## config.mk

```make
export PLATFORM = sky130hd
export DESIGN_NAME = seven_seg_capture_flat
export DESIGN_NICKNAME = d
export VERILOG_FILES = /design/src/rtl/seven_seg_capture_if.sv /design/src/rtl/seven_seg_capture.sv /design/src/flat_wrapper.sv
export SDC_FILE = /design/constraint.sdc
export NUM_CORES = 1
export LEC_CHECK = 0
export ABC_AREA = 1
export ABC_CLOCK_PERIOD_IN_PS = 2600
export CORE_ASPECT_RATIO = 1.5
export CORE_MARGIN = 3
export CORE_UTILIZATION = 50
export DETAILED_ROUTE_END_ITERATION = 8
export PLACE_DENSITY = 0.73
export REMOVE_ABC_BUFFERS = 1
export SYNTH_ARGS = -nofsm -noshare
export SYNTH_HDL_FRONTEND = slang
export SYNTH_SLANG_ARGS = --single-unit
```

## constraint.sdc

```tcl
create_clock -name clk -period 2.6 [get_ports clk]
set_input_delay 0.52 -clock clk [delete_from_list [all_inputs] [get_ports clk]]
set_output_delay 0.52 -clock clk [all_outputs]
set_load 0.05 [all_outputs]
```

## src/rtl/seven_seg_capture_if.sv

```systemverilog
// Seven-segment display bus as seen by a capture block: pins in, recovered frame out.
interface seven_seg_capture_if;
    logic [6:0]  seg;
    logic [3:0]  an;
    logic [15:0] digits;
    logic [3:0]  digit_err;
    logic        frame_done;
    logic        frame_valid;

    // Scanner side drives the pins and observes the recovered frame.
    modport master (
        output seg, an,
        input  digits, digit_err, frame_done, frame_valid
    );

    // Capture side samples the pins and produces the recovered frame.
    modport slave (
        input  seg, an,
        output digits, digit_err, frame_done, frame_valid
    );
endinterface

```

## src/rtl/seven_seg_capture.sv

```systemverilog
// Recovers the four BCD digits shown on a multiplexed active-low 7-segment bus.
module seven_seg_capture #(
    parameter int unsigned STABLE_CYCLES = 16,
    parameter int unsigned TIMEOUT_W     = 20
) (
    input  logic               clk,
    input  logic               rst,
    seven_seg_capture_if.slave bus
);
    localparam int unsigned SEG_W  = 7;
    localparam int unsigned AN_W   = 4;
    localparam int unsigned CODE_W = 4;
    localparam int unsigned NDIG   = 4;
    localparam int unsigned CNT_W  = 8;
    localparam int unsigned DIG_W  = CODE_W * NDIG;

    localparam logic [CNT_W-1:0]     STAB_MAX = CNT_W'(STABLE_CYCLES);
    localparam logic [TIMEOUT_W-1:0] TO_MAX   = '1;

    logic [SEG_W-1:0]     s_seg, p_seg;
    logic [AN_W-1:0]      s_an, p_an;
    logic [CNT_W-1:0]     stab_cnt, stab_nxt_c;
    logic                 captured, captured_nxt_c;
    logic [NDIG-1:0]      seen, seen_nxt_c;
    logic [TIMEOUT_W-1:0] to_cnt, to_nxt_c;
    logic [DIG_W-1:0]     digits_q, digits_nxt_c;
    logic [NDIG-1:0]      err_q, err_nxt_c;
    logic                 done_q, done_nxt_c;
    logic                 valid_q, valid_nxt_c;

    logic                 sel_ok_c;
    logic [1:0]           idx_c;
    logic [NDIG-1:0]      sel_bit_c;
    logic                 changed_c;
    logic                 capture_c;
    logic [CODE_W-1:0]    code_c;
    logic                 code_err_c;

    // Pin sampling plus a one-cycle-delayed copy for change detection.
    always_ff @(posedge clk or posedge rst) begin
        if (rst) begin
            s_seg <= '1;
            s_an  <= '1;
            p_seg <= '1;
            p_an  <= '1;
        end else begin
            s_seg <= bus.seg;
            s_an  <= bus.an;
            p_seg <= s_seg;
            p_an  <= s_an;
        end
    end

    // Exactly one low anode selects a digit; anything else is idle.
    always_comb begin
        sel_ok_c = 1'b1;
        idx_c    = 2'd0;
        case (s_an)
            4'b1110: idx_c = 2'd0;
            4'b1101: idx_c = 2'd1;
            4'b1011: idx_c = 2'd2;
            4'b0111: idx_c = 2'd3;
            default: sel_ok_c = 1'b0;
        endcase
        sel_bit_c = NDIG'(1) << idx_c;
    end

    // Segment pattern to BCD; blank reads as F, unknown shapes as E with error.
    always_comb begin
        code_err_c = 1'b0;
        case (s_seg)
            7'b1000000: code_c = 4'h0;
            7'b1111001: code_c = 4'h1;
            7'b0100100: code_c = 4'h2;
            7'b0110000: code_c = 4'h3;
            7'b0011001: code_c = 4'h4;
            7'b0010010: code_c = 4'h5;
            7'b0000010: code_c = 4'h6;
            7'b1111000: code_c = 4'h7;
            7'b0000000: code_c = 4'h8;
            7'b0010000: code_c = 4'h9;
            7'b1111111: code_c = 4'hF;
            default: begin
                code_c     = 4'hE;
                code_err_c = 1'b1;
            end
        endcase
    end

    // Dwell filter, single capture per dwell, frame assembly and stale timeout.
    always_comb begin
        stab_nxt_c     = stab_cnt;
        captured_nxt_c = captured;
        seen_nxt_c     = seen;
        to_nxt_c       = to_cnt;
        digits_nxt_c   = digits_q;
        err_nxt_c      = err_q;
        done_nxt_c     = 1'b0;
        valid_nxt_c    = valid_q;

        changed_c = ({s_an, s_seg} != {p_an, p_seg});

        if (!sel_ok_c || changed_c) begin
            stab_nxt_c = '0;
        end else if (stab_cnt != STAB_MAX) begin
            stab_nxt_c = stab_cnt + CNT_W'(1);
        end

        // Fires only on the cycle the count first arrives at the threshold.
        capture_c = sel_ok_c && !captured && (stab_cnt != STAB_MAX) &&
                    (stab_nxt_c == STAB_MAX);

        if (changed_c) begin
            captured_nxt_c = 1'b0;
        end else if (capture_c) begin
            captured_nxt_c = 1'b1;
        end

        if (capture_c) begin
            to_nxt_c = '0;
        end else if (to_cnt != TO_MAX) begin
            to_nxt_c = to_cnt + TIMEOUT_W'(1);
        end

        if (capture_c) begin
            digits_nxt_c[{idx_c, 2'b00} +: CODE_W] = code_c;
            err_nxt_c[idx_c]                       = code_err_c;
            if ((seen | sel_bit_c) == '1) begin
                done_nxt_c  = 1'b1;
                seen_nxt_c  = '0;
                valid_nxt_c = 1'b1;
            end else begin
                seen_nxt_c = seen | sel_bit_c;
            end
        end else if (to_nxt_c == TO_MAX) begin
            valid_nxt_c = 1'b0;
            seen_nxt_c  = '0;
        end
    end

    // State and output registers.
    always_ff @(posedge clk or posedge rst) begin
        if (rst) begin
            stab_cnt <= '0;
            captured <= 1'b0;
            seen     <= '0;
            to_cnt   <= '0;
            digits_q <= '1;
            err_q    <= '0;
            done_q   <= 1'b0;
            valid_q  <= 1'b0;
        end else begin
            stab_cnt <= stab_nxt_c;
            captured <= captured_nxt_c;
            seen     <= seen_nxt_c;
            to_cnt   <= to_nxt_c;
            digits_q <= digits_nxt_c;
            err_q    <= err_nxt_c;
            done_q   <= done_nxt_c;
            valid_q  <= valid_nxt_c;
        end
    end

    assign bus.digits      = digits_q;
    assign bus.digit_err   = err_q;
    assign bus.frame_done  = done_q;
    assign bus.frame_valid = valid_q;

endmodule
```

## src/flat_wrapper.sv

```systemverilog
// flat-port wrapper written by rule: the top's interface ports become plain ports
module seven_seg_capture_flat 
#(
    parameter int unsigned STABLE_CYCLES = 16,
    parameter int unsigned TIMEOUT_W     = 20
)
  (clk, rst, bus_seg, bus_an, bus_digits, bus_digit_err, bus_frame_done, bus_frame_valid);
  seven_seg_capture_if bus_i ();
  input  logic clk;
  input  logic rst;
  input wire logic [$bits(bus_i.seg)-1:0] bus_seg;
  input wire logic [$bits(bus_i.an)-1:0] bus_an;
  output wire logic [$bits(bus_i.digits)-1:0] bus_digits;
  output wire logic [$bits(bus_i.digit_err)-1:0] bus_digit_err;
  output wire logic [$bits(bus_i.frame_done)-1:0] bus_frame_done;
  output wire logic [$bits(bus_i.frame_valid)-1:0] bus_frame_valid;
  assign bus_i.seg = bus_seg;
  assign bus_i.an = bus_an;
  assign bus_digits = bus_i.digits;
  assign bus_digit_err = bus_i.digit_err;
  assign bus_frame_done = bus_i.frame_done;
  assign bus_frame_valid = bus_i.frame_valid;
  seven_seg_capture #(.STABLE_CYCLES(STABLE_CYCLES), .TIMEOUT_W(TIMEOUT_W)) u_core (.clk(clk), .rst(rst), .bus(bus_i));
endmodule
```

* After elaboration in Yosys (flattened, before gate mapping) *
Cells that the tools add are included.
Widths: inputs -> output; s select.

word-level totals
  word-level logic and storage cells = 77
  bits in registers = 77

operators by class
  order comparisons = 2
  eq/ne operators = 21
  mux-type cells = 22
  reductions and logical operators = 13
  shifts and indexed selects = 3
  add/sub/neg operators = 3
  bitwise operators = 1

operators by type and width
  operator                number
  $pmux 4 s11             1
  $mux 20                 2
  $eq 7x7->1 const B      4
  $eq 7x5->1 const B      3
  $add 20x1->20 const B   1
  $eq 20x20->1 const B    1
  $ne 20x20->1 const B    1
  $bwmux 16               1
  $eq 4x4->1 const B      4
  $mux 8                  2
  $shift 4x6->16 const A  1
  $shiftx 4x6->16         1
  $eq 7x6->1 const B      2
  $mux 4                  3
  $ne 11x11->1            1
  $reduce_or 11->1        1
  $mux 1                  10
  $add 8x1->8 const B     1
  $eq 8x5->1 const B      1
  $ne 8x5->1 const B      1
  $eq 7x2->1 const B      1
  $logic_not 7->1         1
  $neg 4->6               1
  $pmux 2 s3              1
  14 further kinds        19

* Logic depth before layout (Yosys ltp) *
  word-level depth = 12
  gate-level depth with buffers = 17
  gate-level depth less buffers = 16

* Worst setup path after synthesis *
OpenSTA, ideal clock, no wires.

  path kind = register to register
  start point = register u_core.s_an[0]
  end point = register u_core.seen[1]
  data arrival time = 1900 ps
  slack = 580 ps
  period minus slack after synthesis = 2020 ps
  cell stages (with the launch flop) = 11
  required time = 2480 ps
  path through = dfstp_2 > nand2_1 > nor3_1 > a31oi_1 > inv_1 > ha_1 > nor2_1 > nor4_1 > nor2_1 > o21ai_0 > nand2_1

between the ends
  longest elaborated chain between the ends = 11
  elaborated cells between the ends (all ways) = 23
  those cells by class = eq/ne (8); shift (1); mux (6); bitwise (1); reduce/logical (7)

RTL lines
  element                                   RTL line                  text
  from (decl)                               seven_seg_capture.sv:21   logic [AN_W-1:0] s_an, p_an;
  from (signal assigned)                    seven_seg_capture.sv:48   s_an <= bus.an;
  $eq 4x4->1 or $eq 4x3->1 (tied branches)  seven_seg_capture.sv:58   case (s_an)
  $reduce_or 4->1 (no line)                 n/a
  $mux 1                                    seven_seg_capture.sv:58
  $logic_not 1->1                           seven_seg_capture.sv:103  if (!sel_ok_c || changed_c) begin
  $logic_or 1x1->1                          seven_seg_capture.sv:103
  $mux 8                                    seven_seg_capture.sv:103
  $eq 8x5->1                                seven_seg_capture.sv:111  (stab_nxt_c == STAB_MAX);
  $logic_and 1x1->1                         seven_seg_capture.sv:110  capture_c = sel_ok_c && !captured && (stab_cnt != STAB_MAX) &&
  $mux 20                                   seven_seg_capture.sv:119  if (capture_c) begin
  $eq 20x20->1                              seven_seg_capture.sv:135  end else if (to_nxt_c == TO_MAX) begin
  $reduce_bool 2->1 (no line)               n/a
  to (signal assigned)                      seven_seg_capture.sv:155  seen <= seen_nxt_c;
  to (decl)                                 seven_seg_capture.sv:24   logic [NDIG-1:0] seen, seen_nxt_c;

Parallel ways exist; a longest one is shown, timed or not.
A chain may end at the register's enable or synchronous reset.

* Worst setup path after layout *
  start point = register u_core.to_cnt[1]
  end point = register u_core.valid_q (netlist: u_core.bus.frame_valid)

between the ends
  longest elaborated chain between the ends = 6
  elaborated cells between the ends (all ways) = 7
  those cells by class = add/sub (1); eq/ne (2); mux (2); reduce/logical (2)

RTL lines
  element                                        RTL line                                            text
  from (decl)                                    seven_seg_capture.sv:25                             logic [TIMEOUT_W-1:0] to_cnt, to_nxt_c;
  from (signal assigned)                         seven_seg_capture.sv:156                            to_cnt <= to_nxt_c;
  $add 20x1->20 or $ne 20x20->1 (tied branches)  seven_seg_capture.sv:122, seven_seg_capture.sv:121
  $mux 20 *                                      seven_seg_capture.sv:121                            end else if (to_cnt != TO_MAX) begin
  $mux 20 *                                      seven_seg_capture.sv:119
  $eq 20x20->1 *                                 seven_seg_capture.sv:135
  $reduce_bool 2->1 (no line) *                  n/a
  $reduce_and 2->1 (no line) *                   n/a
  to (signal assigned)                           seven_seg_capture.sv:160                            valid_q <= valid_nxt_c;
  to (decl)                                      seven_seg_capture.sv:29                             logic valid_q, valid_nxt_c;

Every way passes the cells marked *; elsewhere a longest branch is shown, timed or not.

==> summary.txt <==
Result of the run: finished, final reports clean
Most common flop cell mapped by yosys: sky130_fd_sc_hd__dfrtp_1
Number of ports placed on the die boundary: 35
Final setup viols: 0
Synth Register Bits: 77
WS Path Type: flip-flop to flip-flop
Via count of the routed design: 3571
Post-route insts no fill: 692
Final estimated routing congestion in global placement: 0.9162
Fraction of final layout cells with drive strength greater than 1: 16.52%
Root buffer selected by CTS: sky130_fd_sc_hd__clkbuf_16
Post-route clock skew: 0.004879 ns
Via-per-instance ratio: 5.160
Data arrival, critical path: 2.60 ns
Most used standard cell by instance count after synthesis: sky130_fd_sc_hd__nand2_1
Aggregate global routing overflow: 0
Crit. End Element: flip-flop
Beginning of the critical path: u_core.to_cnt[1]$_DFF_PP0_
Number of setup buffers added after CTS: 0
Worst supply voltage drop on vdd: 792.9 µV
Global-route wire length before repair: 15900 µm
Die span in y: 119.1 µm
Worst-skew pair later-pin latency: 0.33 ns
Maximum root-to-sink buffer count: 2
Synth warnings: 0
Cell Rows: 40
Initial Util: 52.29%
Number of enable flip-flop cells after synthesis: 0
Number of different library cells in the post-synthesis netlist: 37
Top cell type's share of synthesized area: 23.41%
Antenna diodes: 0
Number of global-route vias before repair: 3587
Unrepaired setup endpoints after global routing: false
Worst min path class: flip-flop to flip-flop
Setup WS pre-CTS: 0.2443 ns
Overall fraction of global-route tracks in use: 21.17%
Clock power frac: 48.3%
Syn_area_per_cell: 7.943 µm²
Area delta synth->final: 19.04%
Cell Area, Synth: 4265 µm²
Cell types with the largest area share after synthesis: sky130_fd_sc_hd__dfstp_2, sky130_fd_sc_hd__dfrtp_1, sky130_fd_sc_hd__nand2_1, sky130_fd_sc_hd__inv_1, sky130_fd_sc_hd__nor2_1
Worst setup margin: 0.2081 ns
Shortest period the worst path allows: 2.392 ns
Register-to-Register Setup Slack: 0.21 ns
Die Footprint: 9698 µm²
Nets: 605
Max-cap violations: 0
Largest net degree at the start of global routing: 78
Placed insts: 676
Proportion of power drawn by combinational gates: 5.3%
Clk sink count: 77
Worst reg2reg path endpoint: u_core.bus.frame_valid$_DFFE_PP0P_
Share of flip-flops with an asynchronous set or reset after synthesis: 100.0%
Setup crit end: u_core.bus.frame_valid$_DFFE_PP0P_
First DRT Iteration DRCs: 204
Pins Over Slew Limit: 0
Register share of total power: 46.4%
Headroom to the max-slew limit: 65.51%
Post-synth top cells: sky130_fd_sc_hd__nand2_1, sky130_fd_sc_hd__inv_1, sky130_fd_sc_hd__nor2_1, sky130_fd_sc_hd__dfrtp_1, sky130_fd_sc_hd__dfstp_2
Max Freq: 418.1 MHz
Static Leak: 2.350 nW
Sw Pwr: 0.5765 mW
Mean routed wirelength per cell: 13.41 µm
Standard cell core area: 8158 µm²
Post-DP HPWL: 6781 µm
Summed negative setup slack over all endpoints: 0 ns
Antenna violations before repair: 0
Required time reported for the critical path endpoint: 2.81 ns
Sequential fraction of the synthesis area: 46.29%
H-tree lvl count: 3
Post-synthesis cell count: 537
Overall die width: 81.42 µm
R2r worst-path depth: 14
Power density of the placed cells: 532.4 nW/µm²
Library cell with the largest summed area after synthesis: sky130_fd_sc_hd__dfstp_2
Worst hold stages: 0
Routed WL: 9277 µm
Period utilisation layout: 91.99%
Number of buffers added by the clock tree synthesis step: 9
Critical Path Source Type: flip-flop
Input/output buffers: 34
Worst reg2reg path startpoint: u_core.to_cnt[1]$_DFF_PP0_
Switching part of the total: 21.32%
Clock tree from TritonCTS: yes
Final-report hold violation count: 0
Maximum fanout along the worst path: 7
Post-route ant nets: 0
Number of DRC violations after detailed routing: 0
Worst-margin pin slew: 0.5158 ns
Clock slew at the register clock pins of the worst setup and hold paths: 0.06 ns
Internal: 2.127 mW
Number of optimization iterations in the first detailed-route pass: 4
## registers in the layout, indices dropped and copies added (netlist names)
| name | count |
|---|---|
| u_core.bus.digits | 16 |
| u_core.captured | 1 |
| u_core.p_an | 4 |
| u_core.bus.frame_done | 1 |
| u_core.bus.digit_err | 4 |
| u_core.s_an | 4 |
| u_core.to_cnt | 20 |
| u_core.stab_cnt | 8 |
| u_core.p_seg | 7 |
| u_core.s_seg | 7 |
| u_core.seen | 4 |
| u_core.bus.frame_valid | 1 |
## metrics by stage
step | total power [mW] | util (%) | instance area (µm²) | hold slack, ns
6_report | 2.703 | 62.24 | 5077 | 0.3893
5_1_grt | 2.810 | 62.24 | 5077 | 0.4051
4_1_cts | 2.741 | 62.21 | 5075 | 0.3927
3_5_place_dp | 1.419 | 58.19 | 4747 | 0.3845
3_3_place_gp | 1.413 | 58.19 | 4747 | 0.3800
2_1_floorplan | 1.365 | - | 4218 | 0.3733
## logic make-up after synthesis
kind of cell	after synthesis	synth area share (%)
and+or+nand+nor	299	31.74
buffers and inverters	80	7.744
DFF	77	46.29
AOI/OAI and AO/OA	45	5.867
xor gates and xnor gates	23	4.723
adders and majority gates	10	2.933
muxes	3	0.7040
## critical path, stage by stage (launching register included)
cell and delay, ns:
sky130_fd_sc_hd__dfrtp_1 0.39, sky130_fd_sc_hd__ha_2 0.23, sky130_fd_sc_hd__inv_1 0.09, sky130_fd_sc_hd__nor2_4 0.16
sky130_fd_sc_hd__nand2_4 0.10, sky130_fd_sc_hd__nor3b_1 0.36, sky130_fd_sc_hd__nand2_1 0.18, sky130_fd_sc_hd__nand3_1 0.10
sky130_fd_sc_hd__nor2_1 0.05, sky130_fd_sc_hd__nand2_1 0.06, sky130_fd_sc_hd__o21ai_1 0.09, sky130_fd_sc_hd__nor2_1 0.17
sky130_fd_sc_hd__nand3_2 0.14, sky130_fd_sc_hd__nand2_1 0.08, sky130_fd_sc_hd__o21ai_1 0.06
## layout by cell type (no fill, tap or decap), types with 2 or more instances in the layout
cell and count:
sky130_fd_sc_hd__a21oi_1 9, sky130_fd_sc_hd__a31oi_1 2, sky130_fd_sc_hd__buf_4 5, sky130_fd_sc_hd__clkbuf_16 11, sky130_fd_sc_hd__clkbuf_8 3, sky130_fd_sc_hd__clkdlybuf4s50_1 34
sky130_fd_sc_hd__dfrtp_1 39, sky130_fd_sc_hd__dfstp_2 38, sky130_fd_sc_hd__ha_1 9, sky130_fd_sc_hd__inv_1 67, sky130_fd_sc_hd__inv_2 6, sky130_fd_sc_hd__mux2i_1 3
sky130_fd_sc_hd__nand2_1 146, sky130_fd_sc_hd__nand2_2 9, sky130_fd_sc_hd__nand2_4 2, sky130_fd_sc_hd__nand3_1 31, sky130_fd_sc_hd__nand3_2 2, sky130_fd_sc_hd__nand4_1 14
sky130_fd_sc_hd__nor2_1 68, sky130_fd_sc_hd__nor2_2 6, sky130_fd_sc_hd__nor2_4 5, sky130_fd_sc_hd__nor3_1 5, sky130_fd_sc_hd__nor3_2 2, sky130_fd_sc_hd__nor4_1 5
sky130_fd_sc_hd__o21ai_0 23, sky130_fd_sc_hd__o21ai_1 6, sky130_fd_sc_hd__xnor2_1 9, sky130_fd_sc_hd__xor2_1 14
## how the worst min path moves through the flow
stage,start,endpoint,slack [ns]
3_5_place_dp,u_core.s_an[2]$_DFF_PP1_,u_core.p_an[2]$_DFF_PP1_,0.38
6_report,u_core.s_an[2]$_DFF_PP1_,u_core.p_an[2]$_DFF_PP1_,0.39
3_3_place_gp,u_core.s_an[2]$_DFF_PP1_,u_core.p_an[2]$_DFF_PP1_,0.38
4_1_cts,u_core.s_an[2]$_DFF_PP1_,u_core.p_an[2]$_DFF_PP1_,0.39
5_1_grt,u_core.s_an[2]$_DFF_PP1_,u_core.p_an[2]$_DFF_PP1_,0.41
2_1_floorplan,u_core.s_an[2]$_DFF_PP1_,u_core.p_an[2]$_DFF_PP1_,0.37
## routing by layer
layer  vias to the layer above  wire [µm]  global-route usage (%)
met2                        89       5052                   37.30
li1                       1778          -                       -
met4                         0        297                   10.25
met1                      1681       3605                   23.60
met3                        23        322                   4.085
met5                         -          0                       0
## cell type report
cell class,instances,area [µm²]
clock buffer,15,320.3
clock inverter,1,7.507
fill,695,3080
inverter,74,282.8
multi-input combinational,380,1963
sequential,77,1974
tap,105,131.4
timing repair buffer,40,397.9
## power groups by stage
stage | logic (mW) | registers, mW | clock network (mW)
2_1_floorplan | 0.0964 | 1.27 | 0
3_3_place_gp | 0.141 | 1.27 | 0
3_5_place_dp | 0.145 | 1.27 | 0
4_1_cts | 0.146 | 1.25 | 1.34
5_1_grt | 0.163 | 1.26 | 1.39
6_report | 0.143 | 1.26 | 1.31
## timing repair
action	CTS	global route
hold buffers	0	0
setup endpoints to repair	0	2
endpoints found under the hold margin	0	0
gates resized for setup	0	2
Note: power is estimated with default switching activity, not from simulation.
